**src/rtl/morph_window.sv**
```systemverilog
// Streaming 3x3 binary morphology (pass / erode / dilate / gradient) over a raster-ordered
// binary image, using two line buffers and a sliding window with neutral out-of-image borders.
module morph_window #(
    parameter int IMG_W = 256,
    parameter int IMG_H = 128
) (
    input  logic                     clock,
    input  logic                     reset,
    input  logic                     sof,
    input  logic                     pixel_valid,
    input  logic                     pixel_in,
    input  logic [1:0]               op,
    output logic                     pixel_out,
    output logic                     out_valid,
    output logic [$clog2(IMG_H)-1:0] out_row,
    output logic [$clog2(IMG_W)-1:0] out_col,
    output logic                     busy,
    output logic                     frame_done
);

    localparam int CW = $clog2(IMG_W);
    localparam int RW = $clog2(IMG_H);
    localparam logic [CW-1:0] COL_LAST = CW'(IMG_W - 1);
    localparam logic [RW-1:0] ROW_LAST = RW'(IMG_H - 1);

    typedef enum logic [1:0] {ST_IDLE, ST_FILL, ST_RUN, ST_DRAIN} state_t;
    typedef enum logic [1:0] {OP_PASS = 2'b00, OP_ERODE = 2'b01,
                              OP_DILATE = 2'b10, OP_GRAD = 2'b11} op_t;

    state_t state, state_nxt;
    op_t    op_q;

    // Coordinates of the next input pixel (line buffer column) and of the next output centre.
    logic [CW-1:0] in_col;
    logic [RW-1:0] in_row;
    logic [CW-1:0] ctr_col;
    logic [RW-1:0] ctr_row;

    logic line0 [IMG_W];
    logic line1 [IMG_W];

    // Window columns, bit 2 = top row, bit 1 = centre row, bit 0 = bottom row.
    logic [2:0] win_l, win_c, tap;

    logic          start, accept, step, emit;
    logic          ctr_last, fill_done, run_done;
    logic [CW-1:0] wr_col;
    logic [2:0]    row_ok;
    logic          col_l_ok, col_r_ok;
    logic          ero, dil, result;

    assign start     = sof & pixel_valid;
    assign accept    = start | (pixel_valid & (state == ST_FILL || state == ST_RUN));
    assign step      = accept | (state == ST_DRAIN);
    assign emit      = !start && ((state == ST_RUN && pixel_valid) || state == ST_DRAIN);
    assign ctr_last  = (ctr_row == ROW_LAST) && (ctr_col == COL_LAST);
    assign fill_done = (state == ST_FILL) && accept && !start
                       && (in_row == RW'(1)) && (in_col == '0);
    assign run_done  = (state == ST_RUN) && accept && !start
                       && (in_row == ROW_LAST) && (in_col == COL_LAST);
    assign busy      = (state != ST_IDLE);

    // A new frame always lands at column 0, even when it cuts an earlier frame short.
    assign wr_col = start ? '0 : in_col;
    assign tap    = {line1[wr_col], line0[wr_col], accept & pixel_in};

    always_comb begin
        // NOTE: every combinational output gets a default first so no path infers a latch.
        state_nxt = state;
        unique case (state)
            ST_IDLE:  state_nxt = ST_IDLE;
            ST_FILL:  if (fill_done) state_nxt = ST_RUN;
            ST_RUN:   if (run_done)  state_nxt = ST_DRAIN;
            ST_DRAIN: if (ctr_last)  state_nxt = ST_IDLE;
            default:  state_nxt = ST_IDLE;
        endcase
        if (start) state_nxt = ST_FILL;
    end

    // Out-of-image neighbours contribute 1 to the AND and 0 to the OR.
    always_comb begin
        row_ok   = {ctr_row != '0, 1'b1, ctr_row != ROW_LAST};
        col_l_ok = (ctr_col != '0);
        col_r_ok = (ctr_col != COL_LAST);
        ero = (&(win_l | ~row_ok) | ~col_l_ok) & (&(win_c | ~row_ok))
              & (&(tap | ~row_ok) | ~col_r_ok);
        dil = ((|(win_l & row_ok)) & col_l_ok) | (|(win_c & row_ok))
              | ((|(tap & row_ok)) & col_r_ok);
        result = win_c[1];
        unique case (op_q)
            OP_PASS:   result = win_c[1];
            OP_ERODE:  result = ero;
            OP_DILATE: result = dil;
            OP_GRAD:   result = dil & ~ero;
            default:   result = win_c[1];
        endcase
    end

    always_ff @(posedge clock or negedge reset) begin
        if (!reset) begin
            state      <= ST_IDLE;
            op_q       <= OP_PASS;
            in_col     <= '0;
            in_row     <= '0;
            ctr_col    <= '0;
            ctr_row    <= '0;
            win_l      <= '0;
            win_c      <= '0;
            pixel_out  <= 1'b0;
            out_valid  <= 1'b0;
            out_row    <= '0;
            out_col    <= '0;
            frame_done <= 1'b0;
        end else begin
            state <= state_nxt;
            if (start) op_q <= op_t'(op);

            if (start) begin
                in_col <= CW'(1);
                in_row <= '0;
            end else if (step) begin
                in_col <= in_col + 1'b1;
                if (in_col == COL_LAST) in_row <= in_row + 1'b1;
            end

            if (step) begin
                win_l <= win_c;
                win_c <= tap;
            end

            if (start) begin
                ctr_col <= '0;
                ctr_row <= '0;
            end else if (emit) begin
                ctr_col <= ctr_col + 1'b1;
                if (ctr_col == COL_LAST) ctr_row <= ctr_row + 1'b1;
            end

            out_valid  <= emit;
            frame_done <= emit && (state == ST_DRAIN) && ctr_last;
            if (emit) begin
                pixel_out <= result;
                out_row   <= ctr_row;
                out_col   <= ctr_col;
            end
        end
    end

    // NOTE: line buffers carry no reset; stale contents only reach border positions,
    // which the neighbour masks above neutralise.
    always_ff @(posedge clock) begin
        if (step) begin
            line1[wr_col] <= line0[wr_col];
            line0[wr_col] <= tap[0];
        end
    end

endmodule

```
**config.mk**
```make
export PLATFORM = sky130hd
export DESIGN_NAME = morph_window
export DESIGN_NICKNAME = d
export VERILOG_FILES = /design/src/rtl/morph_window.sv
export SDC_FILE = /design/constraint.sdc
export NUM_CORES = 1
export LEC_CHECK = 0
export CORE_MARGIN = 3
export CORE_UTILIZATION = 57
export DETAILED_ROUTE_END_ITERATION = 7
export PLACE_DENSITY_LB_ADDON = 0.3
export SYNTH_ARGS = -nofsm -noshare
export SYNTH_HDL_FRONTEND = slang
export SYNTH_SLANG_ARGS = --single-unit
export TNS_END_PERCENT = 30
```
**constraint.sdc**
```tcl
create_clock -name clock -period 4.5 [get_ports clock]
set_clock_uncertainty 0.1 [all_clocks]
set_input_delay 0.9 -clock clock [delete_from_list [all_inputs] [get_ports clock]]
set_output_delay 0.9 -clock clock [all_outputs]
set_load 0.005 [all_outputs]
```
==> qor.yml <==
post_synth_instance_area_um2: 24900
worstSetupPathType: "register to register"
path_clk_slew_ps: 70
critical_path_buf_inv_count: 4
final_worst_path_cycle_share_pct: 96.1
critical_path.endpoint_type: "register"
pin_count: 26
post-route-min-period_ps: 4320
route.detailed.wl_per_inst_um: 29.3
worst_ir_drop_vdd_uv: 427
cp_top_family: "simple AND/OR/NAND/NOR gates"
grt_pass1_vias: 17072
crit_path_start_kind: "register"
first_iter_violations: 2832
worst_path_most_repeated_cell: "buf_4"
async_flop_share_pct: 10.2
areal_power_density_over_the_cells_nw_per_um2: 617
synth_area_per_cell_um2: 13.3
critical_path_peak_fanout: 76
post_synthesis_sequential_area_ratio_pct: 67.7
min-delay-path-class: "input pin to async pin"
fp.coreArea_um2: 42500
number_of_sinks_on_the_clock_net: 570
die_outline_area_um2: 46200
detailroute.via_count: 17320
grt_setup_unrepaired: "false"
detail_route.drc_violations: 0
final_max_slew_viol_count: 0
detailed_place.area_um2: 26300
worstPathCellList: "buf_4, or2b_1, nor2_1, buf_4, buf_4, nand2_1, o21ai_0, nand2_1, a311oi_1, or4_4, and2_4, buf_12"
grt_usage_pct: 32.6
cts-root-buf: "clkbuf_16"
cts_hold_buffers: 0
ys_dominant_reg_cell: "edfxtp_1"
critPathArrivalTime_ps: 4620
buffer_ports.inserted: 25
fin_area_um2: 28100
finalHoldWorstSlack_ps: 181
grt_pass1_wl_um: 112000
synth_enable_flop_cells: 512
worstMarginPinSlew_ps: 876
ys_types: 88
detail_route.vias_per_cell: 6.72
tritoncts.num_buffers: 55
synth-warning-count: 0
ctsLongestPathBuffers: 3
required_ps: 4800
worst_path_max_delay_cell: "dfrtp_4"
postCtsResizedCells: 0
finish.net_count: 1975
slew_headroom_pct: 41.4
dp_hpwl_um: 50100
total_power_w: 0.0173
gpl_congestion: 1.01
drt-pass1-iter-count: 8
dieWidth_um: 215
totalWireLength_um: 75400
final_hold_viol_count: 0
cts_post_setup_buffers_inserted: 0
antenna_found_initial: 0
area_growth_pct: 13.0
clkLatencyLatePin_ps: 630
cp_slowest_stage_delay_ps: 710
timing.fmax_mhz: 231
total_leakage_power_nw: 9.66
dieHeight_um: 215
drive_gt1_share_pct: 14.9
status: "finished clean"
finalSetupViolations: 0
syn-instance-count: 1867
initial_utilization_pct: 58.5
rows: 75
maximum_number_of_pins_on_one_net_before_global_route_repair: 116
cts_tree: "built"
synth.ff_latch_count: 570
post_synth_net_total: 1886
cap_viol_max_count: 0
final_antenna_net_count: 0
ctsHtreeMaxLevel: 2
grt.overflow.total: 0
==> stage by stage <==
step / setup slack [ps] / utilization, % / setup TNS, ps / std cells
3_3_place_gp: -68.3 / 61.9 / -129 / 2476
2_1_floorplan: 255 / - / 0 / 1867
4_1_cts: 369 / 66.1 / 0 / 2574
6_report: 176 / 66.1 / 0 / 2576
5_1_grt: 139 / 66.1 / 0 / 2574
3_5_place_dp: -132 / 61.9 / -5290 / 2476
==> worst reg2reg max path, stage by stage (launching register included) <==
cell	delay (ps)
dfrtp_4	710
buf_4	300
or2b_1	450
nor2_1	560
buf_4	260
buf_4	170
nand2_1	70
o21ai_0	80
nand2_1	80
a311oi_1	400
or4_4	210
and2_4	320
buf_12	320
==> Yosys cell counts (6+ instances only) <==
| cell | n | area (µm²) |
|---|---|---|
| nor3_1 | 12 | 60.1 |
| a211oi_1 | 15 | 113 |
| edfxtp_1 | 512 | 15400 |
| nand2_1 | 142 | 533 |
| and3_1 | 9 | 56.3 |
| a22oi_1 | 28 | 210 |
| clkbuf_1 | 55 | 206 |
| buf_1 | 6 | 22.5 |
| a221oi_1 | 11 | 96.3 |
| mux2_2 | 21 | 236 |
| and2_1 | 12 | 75.1 |
| or3_1 | 7 | 43.8 |
| a221o_1 | 19 | 190 |
| a21o_1 | 11 | 82.6 |
| a31oi_1 | 7 | 43.8 |
| o22ai_1 | 21 | 131 |
| nor2b_1 | 10 | 62.6 |
| buf_6 | 21 | 236 |
| buf_4 | 17 | 128 |
| o31ai_1 | 6 | 45.0 |
| inv_1 | 15 | 56.3 |
| nor2_1 | 350 | 1310 |
| a2111oi_0 | 7 | 61.3 |
| mux4_2 | 23 | 518 |
| nand2b_1 | 15 | 93.8 |
| mux2i_1 | 70 | 701 |
| dfrtp_1 | 58 | 1450 |
| o211ai_1 | 14 | 105 |
| o2bb2ai_1 | 7 | 61.3 |
| o2111ai_1 | 6 | 52.6 |
| xor2_1 | 16 | 140 |
| nand3_1 | 41 | 205 |
| buf_2 | 36 | 180 |
| a2bb2oi_1 | 8 | 70.1 |
| nand4_1 | 15 | 93.8 |
| a21oi_1 | 57 | 285 |
| o21ai_0 | 52 | 260 |
| o221ai_1 | 30 | 263 |
| ha_1 | 12 | 150 |
==> registers in the layout (all words and copies together), names as in the netlist, 7 cells and up <==
signal   count
out_row      7
ctr_row      7
in_col       8
out_col      8
in_row       7
ctr_col      8
line0      256
line1      256
==> final cells by class <==
| type | count | area [µm²] |
|---|---|---|
| sequential | 570 | 16800 |
| fill | 3087 | 14400 |
| multi-input combinational | 1142 | 7160 |
| timing repair buffer | 170 | 1520 |
| clock buffer | 65 | 1430 |
| tap | 577 | 722 |
| clock inverter | 33 | 360 |
| inverter | 17 | 67.6 |
| antenna | 2 | 5.00 |
==> layout by cell type (no fill, tap or decap), drive strengths merged, types with 7 or more instances in the layout <==
cell	Yosys	final
a2111oi	7	7
a211oi	16	16
a21boi	7	7
a21o	11	11
a21oi	57	57
a221o	19	19
a221oi	11	11
a22oi	28	28
a2bb2oi	9	9
a31oi	8	8
and2	15	15
and3	9	9
buf	83	146
bufinv	0	7
clkbuf	55	65
clkdlybuf4s50	0	24
clkinv	0	17
dfrtp	58	58
edfxtp	512	512
ha	12	12
inv	17	20
mux2	22	22
mux2i	70	70
mux4	23	23
nand2	143	143
nand2b	15	15
nand3	41	41
nand4	15	15
nor2	352	352
nor2b	10	10
nor3	13	13
o211ai	14	14
o21ai	55	55
o221ai	31	31
o22ai	21	21
o2bb2ai	8	8
or3	7	7
xor2	16	16
==> power by group <==
group          total [W]  internal [W]  switching, W
registers        0.00708       0.00684      0.000236
logic            0.00559       0.00185       0.00374
clock network    0.00467       0.00267       0.00199
total             0.0173        0.0114       0.00597
==> cells by family (layout without fill, tap and decap cells) <==
group                      count (synthesis)  count (layout)  share of synthesized area (%)
AOI/OAI and AO/OA                        357             357                           10.5
xor gates and xnor gates                  21              21                          0.740
adders and majority gates                 12              12                          0.604
buffers and inverters                    155             285                           3.57
DFF                                      570             570                           67.7
muxes                                    115             115                           5.91
other                                      0               2                              0
and+or+nand+nor                          637             637                           11.0
==> worst paths after layout <==
check	startpoint	endpoint	slack, ps	cells after the start
min in group clock	out_row[4]	out_row[4]	370	2
max in group asynchronous	reset	in_col[0]	3240	2
worst min register to register	out_row[4]	out_row[4]	370	2
worst max register to register	in_col[0]	line1[127]	180	12
worst max-delay path	in_col[0]	line1[127]	180	12
worst min-delay path	reset	ctr_col[0]	180	1
==> per-layer routing <==
metal | GRT usage, % | vias up | share of wire (%)
li1 | - | 7229 | -
met1 | 44.2 | 8577 | 37
met4 | 16.8 | 0 | 5.7
met2 | 50.2 | 1247 | 46
met3 | 7.25 | 267 | 12
met5 | 0 | - | 0
No activity file was read; power rests on OpenSTA's default activity.
